<file path="src/rtl/fc_pkg.sv">
// Shared types and sizing helpers for the fully connected output layer.
package fc_pkg;

  typedef enum logic [1:0] {StIdle, StRun, StDrain, StDone} fc_state_e;

  // Full signed product plus headroom for INNODE additions.
  function automatic int unsigned acc_width(int unsigned width, int unsigned innode);
    return 2 * width + $clog2(innode);
  endfunction

  function automatic int sat_max(int unsigned width);
    return (1 << (width - 1)) - 1;
  endfunction

  function automatic int sat_min(int unsigned width);
    return -(1 << (width - 1));
  endfunction

endpackage

</file>
<file path="src/rtl/fc_requant.sv">
// Requantiser: arithmetic shift of the accumulator, bias add, saturate to WIDTH.
module fc_requant
  import fc_pkg::*;
#(
  parameter int unsigned WIDTH = 8,
  parameter int unsigned FRAC  = 4,
  parameter int unsigned ACC_W = 19
) (
  input  logic signed [ACC_W-1:0] acc,
  input  logic signed [WIDTH-1:0] bias,
  output logic signed [WIDTH-1:0] res
);

  localparam int unsigned SUM_W = ACC_W + 1;
  localparam logic signed [SUM_W-1:0] MaxVal = SUM_W'(sat_max(WIDTH));
  localparam logic signed [SUM_W-1:0] MinVal = SUM_W'(sat_min(WIDTH));

  logic signed [ACC_W-1:0] shifted;
  logic signed [SUM_W-1:0] sum;

  always_comb begin
    shifted = acc >>> FRAC;
    sum     = SUM_W'(shifted) + SUM_W'(bias);
    if (sum > MaxVal) begin
      res = MaxVal[WIDTH-1:0];
    end else if (sum < MinVal) begin
      res = MinVal[WIDTH-1:0];
    end else begin
      res = sum[WIDTH-1:0];
    end
  end

endmodule

</file>
<file path="src/rtl/fc_layer.sv">
// Fully connected layer: one MAC per cycle against an external 1-cycle weight ROM,
// requantised per output node and published as a packed score vector.
module fc_layer
  import fc_pkg::*;
#(
  parameter int unsigned INNODE  = 16,
  parameter int unsigned OUTNODE = 10,
  parameter int unsigned WIDTH   = 8,
  parameter int unsigned FRAC    = 4,
  localparam int unsigned N      = INNODE * OUTNODE,
  localparam int unsigned AW     = $clog2(N)
) (
  input  logic                       clk,
  input  logic                       reset,
  input  logic                       start,
  input  logic [WIDTH*INNODE-1:0]    in,
  input  logic [WIDTH*OUTNODE-1:0]   bias,
  output logic                       w_rd,
  output logic [AW-1:0]              w_addr,
  input  logic [WIDTH-1:0]           w_data,
  output logic [WIDTH*OUTNODE-1:0]   out,
  output logic                       valid,
  output logic                       busy
);

  localparam int unsigned IW    = (INNODE > 1) ? $clog2(INNODE) : 1;
  localparam int unsigned JW    = (OUTNODE > 1) ? $clog2(OUTNODE) : 1;
  localparam int unsigned PW    = 2 * WIDTH;
  localparam int unsigned ACC_W = acc_width(WIDTH, INNODE);

  fc_state_e               state_q;
  logic [AW-1:0]           cnt_q;
  logic [IW-1:0]           i_q, tag_i_q;
  logic [JW-1:0]           j_q, tag_j_q;
  logic                    tag_vld_q, tag_last_q;
  logic signed [WIDTH-1:0] x_q   [INNODE];
  logic signed [WIDTH-1:0] res_q [OUTNODE];
  logic signed [ACC_W-1:0] acc_q;

  logic signed [WIDTH-1:0] in_a   [INNODE];
  logic signed [WIDTH-1:0] bias_a [OUTNODE];
  logic signed [WIDTH-1:0] res_d  [OUTNODE];
  logic [WIDTH*OUTNODE-1:0] out_d;
  logic signed [PW-1:0]    prod;
  logic signed [ACC_W-1:0] acc_sum;
  logic signed [WIDTH-1:0] bias_j, req;

  assign w_rd   = (state_q == StRun);
  assign w_addr = cnt_q;
  assign valid  = (state_q == StDone);
  assign busy   = (state_q != StIdle);

  // Element 0 sits in the MSB slice of both packed inputs.
  always_comb begin
    for (int k = 0; k < INNODE; k++) in_a[k] = in[(INNODE-1-k)*WIDTH +: WIDTH];
  end

  always_comb begin
    for (int k = 0; k < OUTNODE; k++) bias_a[k] = bias[(OUTNODE-1-k)*WIDTH +: WIDTH];
  end

  always_comb begin
    prod    = PW'(x_q[tag_i_q]) * PW'($signed(w_data));
    acc_sum = acc_q + ACC_W'(prod);
    bias_j  = bias_a[tag_j_q];
  end

  fc_requant #(
    .WIDTH (WIDTH),
    .FRAC  (FRAC),
    .ACC_W (ACC_W)
  ) u_requant (
    .acc  (acc_sum),
    .bias (bias_j),
    .res  (req)
  );

  // res_d includes the row finishing this cycle so DRAIN can publish the last node at once.
  always_comb begin
    res_d = res_q;
    if (tag_vld_q && tag_last_q) res_d[tag_j_q] = req;
    out_d = '0;
    for (int k = 0; k < OUTNODE; k++) out_d[(OUTNODE-1-k)*WIDTH +: WIDTH] = res_d[k];
  end

  always_ff @(posedge clk) begin
    if (reset) begin
      state_q    <= StIdle;
      cnt_q      <= '0;
      i_q        <= '0;
      j_q        <= '0;
      tag_vld_q  <= 1'b0;
      tag_i_q    <= '0;
      tag_j_q    <= '0;
      tag_last_q <= 1'b0;
      acc_q      <= '0;
      out        <= '0;
      for (int k = 0; k < INNODE; k++) x_q[k] <= '0;
      for (int k = 0; k < OUTNODE; k++) res_q[k] <= '0;
    end else begin
      tag_vld_q  <= (state_q == StRun);
      tag_i_q    <= i_q;
      tag_j_q    <= j_q;
      tag_last_q <= (i_q == IW'(INNODE - 1));
      if (tag_vld_q) acc_q <= tag_last_q ? '0 : acc_sum;
      res_q <= res_d;

      unique case (state_q)
        // DONE doubles as an accept slot so back-to-back inferences take N+2 cycles.
        StIdle, StDone: begin
          if (start) begin
            for (int k = 0; k < INNODE; k++) x_q[k] <= in_a[k];
            cnt_q   <= '0;
            i_q     <= '0;
            j_q     <= '0;
            acc_q   <= '0;
            state_q <= StRun;
          end else begin
            state_q <= StIdle;
          end
        end
        StRun: begin
          if (cnt_q == AW'(N - 1)) begin
            state_q <= StDrain;
          end else begin
            cnt_q <= cnt_q + 1'b1;
            if (i_q == IW'(INNODE - 1)) begin
              i_q <= '0;
              j_q <= j_q + 1'b1;
            end else begin
              i_q <= i_q + 1'b1;
            end
          end
        end
        StDrain: begin
          out     <= out_d;
          state_q <= StDone;
        end
        default: state_q <= StIdle;
      endcase
    end
  end

endmodule

</file>
<file path="config.mk">
export PLATFORM = sky130hd
export DESIGN_NAME = fc_layer
export DESIGN_NICKNAME = d
export VERILOG_FILES = /design/src/rtl/fc_pkg.sv /design/src/rtl/fc_requant.sv /design/src/rtl/fc_layer.sv
export SDC_FILE = /design/constraint.sdc
export NUM_CORES = 1
export LEC_CHECK = 0
export ABC_AREA = 1
export CAP_MARGIN = 15
export CORE_MARGIN = 2
export CORE_UTILIZATION = 50
export CTS_BUF_LIST = sky130_fd_sc_hd__clkbuf_8
export DETAILED_ROUTE_END_ITERATION = 6
export MAX_ROUTING_LAYER = met4
export PLACE_DENSITY_LB_ADDON = 0.1
export SYNTH_ARGS = -nofsm -noshare
export SYNTH_HDL_FRONTEND = slang
export SYNTH_HIERARCHICAL = 1
export SYNTH_SLANG_ARGS = --single-unit
</file>
<file path="constraint.sdc">
create_clock -name clk -period 24.3 [get_ports clk]
set_input_delay 4.86 -clock clk [delete_from_list [all_inputs] [get_ports clk]]
set_output_delay 4.86 -clock clk [all_outputs]
set_load 0.01 [all_outputs]
</file>
==> impl_results.md, run 1 <==
* Area growth from synthesis to layout at 24.2%
* DRT iter0 DRCs at slightly above 900
* Detailed-route wire length on metal 1 at ~23,000 um
* Unrepaired setup endpoints after global routing: false
* Clock insertion delay at the later pin of the skew report at 630 ps
* Chip Height at approximately 200 um
* Antenna-violating nets left at 0
* Start-to-end type of the worst setup path: input port to register
* Overall track demand over capacity in global routing at between 20% and 30%
* Sinks on Clock Net at about 340
* End point of the worst hold path: tag_j_q[3]$_SDFF_PP0_
* Vias/cell at 5.14
* Endpoint of the lowest-slack register-to-register path: out[28]$_SDFFE_PP0P_
* Synth Warn # at 6
* Total global routing overflow at 0
* Cell types with the highest counts after synthesis: 411 x sky130_fd_sc_hd__inv_1, 366 x sky130_fd_sc_hd__nor2_1, 328 x sky130_fd_sc_hd__nand2_1
* Fin crit share at roughly 49%
* Post-synth net total at 2,659
* Global-route wire length before repair at 83,400 um
* Status: finished clean
* Final RePlAce weighted congestion at 0.885
* Actual slew at the worst max-slew pin at 1180 ps
* Critical path arrival at between 10,000 and 15,000 ps
* Top cell type's share of synthesized area at a little over a fifth
* Number of search-and-repair iterations in the first detailed-routing pass at 5
* Dominant cells by area after synthesis: sky130_fd_sc_hd__dfxtp_1 22%, sky130_fd_sc_hd__edfxtp_1 20%, sky130_fd_sc_hd__fa_1 9.3%
* Pin count of the biggest net entering global routing at 112
* Post-synthesis instance area at ~19,000 sq um
* Setup repair bufs after CTS at 0
* Total setup violations reported at the end of the flow at 0
* Worst relative slew slack at between 20% and 30%
* Share of layout cells above drive strength 1 at 6.75%
* Detail-routed net length per standard cell at approximately 17 um
* CP required at 24,820 ps
* Post-CTS clock slew at the launch and capture registers of the worst setup and hold paths at ~70 ps
* Max-cap violations at 0
* Dominant cell type by area after synthesis: sky130_fd_sc_hd__dfxtp_1
* Post-cts repair resize count at 0
* Detailed Route WL at ~54,000 um
* Ports at 310
* Number of placement rows at 71
* Dominant cell by count in the synthesized netlist: sky130_fd_sc_hd__inv_1
* Hold slack final at between 400 and 500 ps
* Number of cells on the worst reg-to-reg path at 38
* Clock Skew at approximately 49 ps
* Starting Density at between 50% and 60%
* Hold-fix buffers at CTS at 0
* Maximum operating frequency at 84.5 MHz
* CTS Buf Count at 56
* Number of buffer and inverter instances along the worst setup path at 5
* Standard cell with the maximum stage delay on the critical path: sky130_fd_sc_hd__clkdlybuf4s50_1
* Worst hold path class: register to register
* Kind of launch point of the worst setup path: input port
* Kind of cell with the highest combined delay on the critical path: adder cells
* Number of remaining DRC errors at 0
* Most numerous cell on the critical path: sky130_fd_sc_hd__nand2_1
* Final hold violation count at 0
* Root buffer cell: sky130_fd_sc_hd__clkbuf_8
* Top Metal Used: met4
* Worst min-delay path startpoint: j_q[3]$_SDFFE_PP0P_
* H-tree depth at 2
* Count of different cell masters after synthesis at 45
* Final total negative setup slack at 0 ps
* Clock period minus final worst setup slack at ~12,000 ps
* Mean Syn Cell Area at roughly 8.4 sq um
* Setup slack of the most critical reg-to-reg path at 14,950 ps
* Worst path max stage delay at roughly 630 ps
* Worst setup EP type: register
* Maximum number of buffers from clock root to sink at 3
* Number of cells on the worst hold path at 2
* # nets final at 2,936
* CTS tree: built
* Max-slew violation total from the final report at 0
* Post-detailed-placement half-perimeter wirelength at 38,800 um
* Ys async rst share at 0%
* Vias in the first global route at 15,789
* Leading register cell type out of synthesis: sky130_fd_sc_hd__dfxtp_1
* Largest fanout on the critical path at 12
* Seq cells post-synth at 336
* Gate count of the mapped netlist at 2,282
* Count of buffers inserted at the top-level ports at 309
* Horizontal die dimension at 200 um
* Core ar. at 37,800 sq um
* Total length of routed met2 wires at 25,600 um
* Seq/Total Area, Yosys at a little over two fifths
* Die ar. at 40,000 sq um
* Routed vias at 16,047
* Number of antenna violations at the first check in global routing at 1
* Number of flops mapped to enable cells by yosys at between 100 and 150
* Length of routed met3 wiring at 4290 um
-- worst min-delay path: cells and delay by family (launching register included) --
| kind | cells | cell delay, ps |
|---|---|---|
| buffers and inverters | 1 | 50 |
| flip-flops | 1 | 330 |
| AND/OR/NAND/NOR | 1 | 30 |
-- sequential cells by signal, summed over array words and instances, names as in the netlist, named ones only --
signal	count
w_addr	8
i_q	4
tag_j_q	4
res_q	80
x_q	128
out	80
state_q	2
acc_q	20
j_q	4
tag_last_q	1
tag_vld_q	1
-- cells by family after synthesis --
family                   after synthesis  synth area share (%)
adder cells (fa/ha/maj)              158                  13.8
multiplexers                          80                  4.17
AND/OR/NAND/NOR                      868                  19.1
AO/OA/AOI/OAI                        293                  9.89
buffers and inverters                528                  10.4
XOR/XNOR                              19                 0.867
flip-flops                           336                  41.7
-- how the worst max path moves through the flow --
stage,from,endpoint,slack [ps],cells past startpoint
floorplan,w_data[1],out[10]$_SDFFE_PP0P_,12830,35
global placement,w_data[0],out[36]$_SDFFE_PP0P_,11930,32
detailed placement,w_data[0],out[28]$_SDFFE_PP0P_,11860,30
CTS,w_data[0],out[28]$_SDFFE_PP0P_,12500,30
global route,w_data[2],out[36]$_SDFFE_PP0P_,11910,32
finish,w_data[0],out[28]$_SDFFE_PP0P_,12470,30
-- cell type report --
class	instances	area, sq um
Inverter	425	1600
Antenna cell	1	2.50
Timing Repair Buffer	322	3190
Clock inverter	34	209
Fill cell	3347	13900
Sequential cell	336	8010
Clock buffer	72	991
Tap cell	511	639
Multi-Input combinational cell	1418	9200
-- through the flow --
| step | area [sq um] | setup WS, ps | std cells | utilization [%] |
|---|---|---|---|---|
| after floorplan | 19200 | 12830 | 2282 | - |
| after global placement | 22600 | 11930 | 3012 | 59.9 |
| after detailed placement | 22600 | 11860 | 3012 | 59.9 |
| after CTS | 23800 | 12500 | 3118 | 63.1 |
| after global routing | 23800 | 11910 | 3119 | 63.1 |
| final | 23800 | 12470 | 3119 | 63.1 |
-- layout by cell type (no fill, tap or decap), types with 2 or more instances in the layout --
cell,instances
sky130_fd_sc_hd__xnor2_1,7
sky130_fd_sc_hd__a21oi_1,52
sky130_fd_sc_hd__clkdlybuf4s50_1,308
sky130_fd_sc_hd__ha_1,68
sky130_fd_sc_hd__nor2_4,2
sky130_fd_sc_hd__mux2i_1,80
sky130_fd_sc_hd__clkbuf_8,72
sky130_fd_sc_hd__nand3_2,8
sky130_fd_sc_hd__nand2_1,327
sky130_fd_sc_hd__nor2_1,365
sky130_fd_sc_hd__nand3_1,89
sky130_fd_sc_hd__xor2_1,12
sky130_fd_sc_hd__buf_4,14
sky130_fd_sc_hd__fa_1,89
sky130_fd_sc_hd__a22oi_1,25
sky130_fd_sc_hd__o221ai_1,22
sky130_fd_sc_hd__nor3_1,7
sky130_fd_sc_hd__dfxtp_1,207
sky130_fd_sc_hd__nor2_2,8
sky130_fd_sc_hd__nand3b_1,3
sky130_fd_sc_hd__inv_1,420
sky130_fd_sc_hd__inv_2,13
sky130_fd_sc_hd__o22ai_1,10
sky130_fd_sc_hd__clkinv_1,7
sky130_fd_sc_hd__o21ai_0,78
sky130_fd_sc_hd__edfxtp_1,128
sky130_fd_sc_hd__a32oi_1,8
sky130_fd_sc_hd__nand2_2,26
sky130_fd_sc_hd__o211ai_1,92
sky130_fd_sc_hd__nand2_4,7
sky130_fd_sc_hd__and2_1,9
sky130_fd_sc_hd__nor3_2,2
sky130_fd_sc_hd__nand4_1,11
sky130_fd_sc_hd__clkinv_2,14
-- layer usage --
| metal | up-vias | global-route usage (%) |
|---|---|---|
| met2 | 523 | 44.3 |
| met1 | 7622 | 35.7 |
| met4 | 0 | 6.42 |
| met3 | 61 | 6.45 |
| li1 | 7841 | - |
| met5 | - | - |
Power of run 1 is not shown: default switching activity piles up to over one toggle a cycle in this logic, so the estimate is an artifact.
==> run 2: changes to the inputs <==
Clock period 24.3 ns to 10.6 ns, I/O delays scaled along.
==> run 2 against run 1 <==
  * Sequential cell count is the same
  * Worst setup slack lost 11000 ps
  * Critical path type unchanged
  * Highest routed layer unchanged
  * Hold slack lost 4.6 ps
  * Via count grew 0.39%
  * Wire length grew 0.95%
  * Cell area shrank 0.24%
  * Die area is the same
  * Utilization shrank 0.15 points
==> impl_results.md, run 2 (same netlist as run 1, synthesis figures left out) <==
* Status: finished clean (unchanged)
* Clock period minus final worst setup slack at around 9000 ps
* Root buffer cell: sky130_fd_sc_hd__clkbuf_8 (unchanged)
* Maximum operating frequency at 109 MHz
* Most frequent cells in the layout: 426 x sky130_fd_sc_hd__inv_1, 365 x sky130_fd_sc_hd__nor2_1, 327 x sky130_fd_sc_hd__nand2_1 (was 420 x sky130_fd_sc_hd__inv_1, 365 x sky130_fd_sc_hd__nor2_1, 327 x sky130_fd_sc_hd__nand2_1)
* Number of remaining DRC errors at 0 (unchanged)
* Starting Density at 50.8% (unchanged)
* Number of placement rows at 71 (unchanged)
* Core ar. at 37,800 sq um (unchanged)
* Detailed Route WL at 54,600 um (was 54,000 um)
* Vias in the first global route at 15,943 (was 15,789)
* Number of search-and-repair iterations in the first detailed-routing pass at 5 (unchanged)
* Worst setup EP type: register (unchanged)
* Share of layout cells above drive strength 1 at 6.48% (was 6.75%)
* Most common cell after layout, fill and taps aside: sky130_fd_sc_hd__inv_1 (unchanged)
* Worst hold path class: register to register (unchanged)
* Horizontal die dimension at 200 um (unchanged)
* CTS Buf Count at 57 (was 56)
* Max-cap violations at 0 (unchanged)
* H-tree depth at 2 (unchanged)
* DRT iter0 DRCs at 980 (was 928)
* Chip Height at 200 um (unchanged)
* Hold-fix buffers at CTS at 0 (unchanged)
* Largest fanout on the critical path at 12 (unchanged)
* Ports at 310 (unchanged)
* Setup repair bufs after CTS at 0 (unchanged)
* Post-cts repair resize count at 0 (unchanged)
* Critical path arrival at 9630 ps (was 12,350 ps)
* Antenna-violating nets left at 0 (unchanged)
* Total setup violations reported at the end of the flow at 0 (unchanged)
* Count of buffers inserted at the top-level ports at 309 (unchanged)
* Area growth from synthesis to layout at 23.9% (was 24.2%)
* Unrepaired setup endpoints after global routing: false (unchanged)
* Post-CTS clock slew at the launch and capture registers of the worst setup and hold paths at 70 ps (about the same)
* Pin count of the biggest net entering global routing at 110 (was 112)
* Number of antenna violations at the first check in global routing at 1 (unchanged)
* Actual slew at the worst max-slew pin at 1170 ps (was 1180 ps)
* DP Cell Count at 3,012 (unchanged)
* Largest registers in the final layout: x_q: 128 flops, out: 80 flops, res_q: 80 flops (unchanged)
* Die ar. at 40,000 sq um (unchanged)
* CTS tree: built (unchanged)
* Final total negative setup slack at 0 ps (unchanged)
* Final hold violation count at 0 (unchanged)
* Startpoint of the worst setup timing path: w_data[0] (unchanged)
* Worst min-delay path startpoint: j_q[3]$_SDFFE_PP0P_ (unchanged)
* Largest reg by FF count: x_q (unchanged)
* Routed vias at 16,109 (was 16,047)
* Post-detailed-placement half-perimeter wirelength at 39,300 um (was 38,800 um)
* CP required at 11,100 ps (was 24,820 ps)
* Clock Skew at 19.0 ps (was 49.3 ps)
* Maximum number of buffers from clock root to sink at 3 (unchanged)
* Global-route wire length before repair at 84,300 um (was 83,400 um)
* Number of flip-flops in the largest register at 128 (unchanged)
* Clock insertion delay at the later pin of the skew report at 620 ps (was 630 ps)
* Most numerous cell on the critical path: sky130_fd_sc_hd__inv_1 (was sky130_fd_sc_hd__nand2_1)
* Sinks on Clock Net at 336 (unchanged)
* Worst path max stage delay at 630 ps (about the same)
* Non-filler cells in the finished layout at 3,119 (unchanged)
* Start-to-end type of the worst setup path: input port to register (unchanged)
* Kind of launch point of the worst setup path: input port (unchanged)
* Vias/cell at 5.16 (was 5.14)
* Total global routing overflow at 0 (unchanged)
* Final RePlAce weighted congestion at 0.899 (was 0.885)
* # nets final at 2,937 (was 2,936)
* Overall track demand over capacity in global routing at 28.0% (was 27.7%)
* Worst relative slew slack at 21.1% (was 20.8%)
* Standard cell with the maximum stage delay on the critical path: sky130_fd_sc_hd__clkdlybuf4s50_1 (unchanged)
* Fin crit share at 86.2%
* Detail-routed net length per standard cell at 17.5 um (was 17.3 um)
* Max-slew violation total from the final report at 0 (unchanged)
==> run 2: cell types whose count changed in the layout (fill, tap and decap cells not counted) <==
cell | before | now
sky130_fd_sc_hd__bufinv_16 | 1 | 0
sky130_fd_sc_hd__inv_12 | 0 | 1
sky130_fd_sc_hd__inv_1 | 420 | 426
sky130_fd_sc_hd__clkbuf_8 | 72 | 69
sky130_fd_sc_hd__clkinv_4 | 0 | 1
sky130_fd_sc_hd__inv_8 | 0 | 1
sky130_fd_sc_hd__clkinv_1 | 7 | 8
sky130_fd_sc_hd__inv_6 | 1 | 0
sky130_fd_sc_hd__clkinv_2 | 14 | 10
sky130_fd_sc_hd__inv_16 | 1 | 0
==> run 2: path summary, 6_finish.rpt <==
kind                           endpoint  cells past startpoint  slack [ps]
setup reg to reg   out[35]$_SDFFE_PP0P_                     39        1720
hold reg to reg   tag_j_q[3]$_SDFF_PP0_                      2         450
setup / recovery   out[35]$_SDFFE_PP0P_                     29        1460
hold / removal    tag_j_q[3]$_SDFF_PP0_                      2         450
==> run 2: cell type report <==
type                            count  area, sq um
Timing Repair Buffer              322         3190
Antenna cell                        1         2.50
Sequential cell                   336         8010
Fill cell                        3371        14000
Inverter                          425         1600
Tap cell                          511          639
Multi-Input combinational cell   1418         9200
Clock inverter                     37          193
Clock buffer                       69          950
==> run 2: critical path: cells and delay by family <==
kind,cells,cell delay (ps)
muxes,1,320
adders and majority gates,7,3080
and+or+nand+nor,8,1400
AOI/OAI and AO/OA,6,1280
buffers and inverters,7,1430
==> run 2: through the flow <==
stage                     hold slack (ps)  cell area [sq um]  worst slack [ps]  util (%)
after floorplan                       428              19200              1870         -
after global routing                  484              23800               954      63.0
after CTS                             459              23800              1520      63.0
after global placement                449              22600               931      59.9
final                                 455              23800              1460      63.0
after detailed placement              448              22600               899      59.9
==> run 2: routing by layer <==
metal	track usage [%]	up-vias	wire length [um]
met5	-	-	0
met4	6.67	0	1050
met2	45.5	487	25900
li1	-	7857	-
met1	36.3	7697	23700
met3	5.53	68	3940
Power of run 2 is left out for the same reason.
==> run 3: changes to the inputs <==
Settings changed: ABC_AREA 1 to not set.
==> run 3 against run 2 <==
  * Wire length decreased by 17%
  * First-iteration DRC count decreased by 17%
  * Non-clock buffer count increased by 17
  * Via count decreased by 19%
  * Synthesized cell count decreased by 29%
  * Maximum frequency decreased by 8.9%
  * Cell count decreased by 22%
  * Die area decreased by 5.0%
  * Cell area decreased by 3.9%
  * Synthesized area decreased by 5.1%
  * Register-to-register slack got worse by 1100 ps
==> impl_results.md, run 3 <==
* Ports at 310 (unchanged)
* Count of buffers inserted at the top-level ports at 309 (unchanged)
* Post-detailed-placement half-perimeter wirelength at 33,700 um (was 39,300 um)
* Max-slew violation total from the final report at 0 (unchanged)
* Seq cells post-synth at 336 (unchanged)
* Worst hold path class: register to register (unchanged)
* Overall track demand over capacity in global routing at 24.8% (was 28.0%)
* Clock Skew at 30.5 ps (was 19.0 ps)
* Final total negative setup slack at 0 ps (unchanged)
* Unrepaired setup endpoints after global routing: false (unchanged)
* Worst relative slew slack at 25.0% (was 21.1%)
* Number of flops mapped to enable cells by yosys at 128 (unchanged)
* Total setup violations reported at the end of the flow at 0 (unchanged)
* Kind of launch point of the worst setup path: register (was input port)
* Multi-input combinational cell area at 9480 sq um (was 9200 sq um)
* Standard cell with the maximum stage delay on the critical path: sky130_fd_sc_hd__o21ai_1 (was sky130_fd_sc_hd__clkdlybuf4s50_1)
* Vias/cell at 5.38 (was 5.16)
* CTS Buf Count at 55 (was 57)
* Critical path arrival at 10,520 ps (was 9630 ps)
* Count of different cell masters after synthesis at 73 (was 45)
* DRT iter0 DRCs at 818 (was 980)
* Starting Density at 50.9% (was 50.8%)
* CP required at 11,100 ps (about the same)
* Antenna-violating nets left at 0 (unchanged)
* Setup repair bufs after CTS at 0 (unchanged)
* Clock insertion delay at the later pin of the skew report at 600 ps (was 620 ps)
* Worst min-delay path startpoint: acc_q[0]$_SDFF_PP0_ (was j_q[3]$_SDFFE_PP0P_)
* Detailed Route WL at 45,100 um (was 54,600 um)
* Max-cap violations at 0 (unchanged)
* Number of antenna violations at the first check in global routing at 1 (unchanged)
* Clock period minus final worst setup slack at 10,030 ps (was 9140 ps)
* Dominant cell by count in the synthesized netlist: sky130_fd_sc_hd__nor2_1 (was sky130_fd_sc_hd__inv_1)
* Maximum number of buffers from clock root to sink at 3 (unchanged)
* Mean Syn Cell Area at 11.3 sq um (was 8.41 sq um)
* Largest fanout on the critical path at 13 (was 12)
* Cell types with the highest counts after synthesis: 210 x sky130_fd_sc_hd__nor2_1, 208 x sky130_fd_sc_hd__dfxtp_1, 128 x sky130_fd_sc_hd__edfxtp_1 (was 411 x sky130_fd_sc_hd__inv_1, 366 x sky130_fd_sc_hd__nor2_1, 328 x sky130_fd_sc_hd__nand2_1)
* CTS tree: built (unchanged)
* Dominant cells by area after synthesis: sky130_fd_sc_hd__dfxtp_1 23%, sky130_fd_sc_hd__edfxtp_1 21%, sky130_fd_sc_hd__fa_1 9.8% (was sky130_fd_sc_hd__dfxtp_1 22%, sky130_fd_sc_hd__edfxtp_1 20%, sky130_fd_sc_hd__fa_1 9.3%)
* Pin count of the biggest net entering global routing at 114 (was 110)
* Final hold violation count at 0 (unchanged)
* Number of remaining DRC errors at 0 (unchanged)
* Layout fillers at 2,956 (was 3,371)
* Core ar. at 35,700 sq um (was 37,800 sq um)
* Seq/Total Area, Yosys at 44.0% (was 41.7%)
* Synth Warn # at 6 (unchanged)
* Number of placement rows at 69 (was 71)
* Detail-routed net length per standard cell at 18.6 um (was 17.5 um)
* Number of search-and-repair iterations in the first detailed-routing pass at 5 (unchanged)
* Actual slew at the worst max-slew pin at 1120 ps (was 1170 ps)
* Post-synthesis instance area at 18,200 sq um (was 19,200 sq um)
* Register area at 8010 sq um (about the same)
* Gate count of the mapped netlist at 1,611 (was 2,282)
* Most frequent cells in the layout: 308 x sky130_fd_sc_hd__clkdlybuf4s50_1, 209 x sky130_fd_sc_hd__nor2_1, 206 x sky130_fd_sc_hd__dfxtp_1 (was 426 x sky130_fd_sc_hd__inv_1, 365 x sky130_fd_sc_hd__nor2_1, 327 x sky130_fd_sc_hd__nand2_1)
* Share of layout cells above drive strength 1 at 9.64% (was 6.48%)
* Largest reg by FF count: x_q (unchanged)
* Most common cell after layout, fill and taps aside: sky130_fd_sc_hd__clkdlybuf4s50_1 (was sky130_fd_sc_hd__inv_1)
* Final core occ at 63.9% (was 63.0%)
* Maximum operating frequency at 99.7 MHz (was 109 MHz)
* Largest registers in the final layout: x_q: 128 flops, out: 80 flops, res_q: 80 flops (unchanged)
* Top cell type's share of synthesized area at 22.9% (was 21.7%)
* Post-CTS clock slew at the launch and capture registers of the worst setup and hold paths at 60 ps (was 70 ps)
* Sinks on Clock Net at 336 (unchanged)
* Total global routing overflow at 0 (unchanged)
* Chip Height at 195 um (was 200 um)
* H-tree depth at 2 (unchanged)
* Status: finished clean (unchanged)
* Global-route wire length before repair at 72,000 um (was 84,300 um)
* Horizontal die dimension at 195 um (was 200 um)
* Root buffer cell: sky130_fd_sc_hd__clkbuf_8 (unchanged)
* Worst setup EP type: register (unchanged)
* Fin crit share at 94.6% (was 86.2%)
* Ys async rst share at 0% (unchanged)
* Leading register cell type out of synthesis: sky130_fd_sc_hd__dfxtp_1 (unchanged)
* # nets final at 2,295 (was 2,937)
* Worst path max stage delay at 790 ps (was 630 ps)
* Routed vias at 13,029 (was 16,109)
* Dominant cell type by area after synthesis: sky130_fd_sc_hd__dfxtp_1 (unchanged)
* Start-to-end type of the worst setup path: register to register (was input port to register)
* Die ar. at 38,000 sq um (was 40,000 sq um)
* Area growth from synthesis to layout at 25.4% (was 23.9%)
* Final RePlAce weighted congestion at 0.909 (was 0.899)
* Number of flip-flops in the largest register at 128 (unchanged)
* Post-synth net total at 1,988 (was 2,659)
* Vias in the first global route at 13,628 (was 15,943)
[run 3: cell types whose count changed in the layout (fill, tap and decap cells not counted), sizes merged, moves of 86 or more]
cell	delta
inv	-319
nand2	-316
nor2	-163
and2	+116
o211ai	-88
a211oi	+86
nand3	-86
[run 3: critical path, delay by kind of cell (launching register included)]
kind	cells	cell delay, ps
and+or+nand+nor	3	630
AOI/OAI and AO/OA	10	3350
adders and majority gates	7	3300
muxes	3	1420
buffers and inverters	5	610
DFF	1	620
[run 3: cell type report]
cell class	instances	area share (%)
multi-input cells	1086	41.5
flip-flops and latches	336	35.1
repair buffers	339	14.7
clock buffers	64	3.86
well taps	461	2.53
inverters	100	1.65
clock inverters	36	0.696
diodes	1	0.0110
[run 3: cell families (layout without fill, tap and decap cells)]
logic type      Yosys count  after routing  share of synthesized area, %
compound gates          223            223                          8.84
xor+xnor                 38             38                          1.83
fa+ha+maj               158            158                          14.5
buf+inv                 189            539                          4.10
flops                   336            336                          44.0
mux                     149            149                          12.3
other cells               0              1                             0
simple gates            518            518                          14.5
[run 3: worst paths after layout]
path | endpoint | slack [ps] | cells after the start
setup / recovery | out[68]$_SDFFE_PP0P_ | 570 | 28
hold / removal | acc_q[0]$_SDFF_PP0_ | 480 | 2
setup reg to reg | out[68]$_SDFFE_PP0P_ | 570 | 28
hold reg to reg | acc_q[0]$_SDFF_PP0_ | 480 | 2
[run 3: stage by stage]
stage          setup slack, ps  area [sq um]  hold WS (ps)  cells
3_3_place_gp               219         21800           462   2320
2_1_floorplan             1320         18200           450   1611
5_1_grt                   40.3         22800           489   2423
6_report                   573         22800           477   2423
3_5_place_dp             -38.4         21800           470   2320
4_1_cts                    489         22800           479   2420
[run 3: repair_timing]
item | 4_1_cts | 5_1_grt
gates resized for setup | 0 | 1
endpoints found under the setup margin | 0 | 3
endpoints found under the hold margin | 0 | 0
hold buffers | 0 | 0
[run 3: per-layer routing]
layer  GRT usage (%)  part of all wire, %
met1            31.9                   44
met2            40.5                   47
met3            4.15                  5.9
met4            7.21                  2.5
met5               -                    0
Power of run 3 is left out for the same reason.
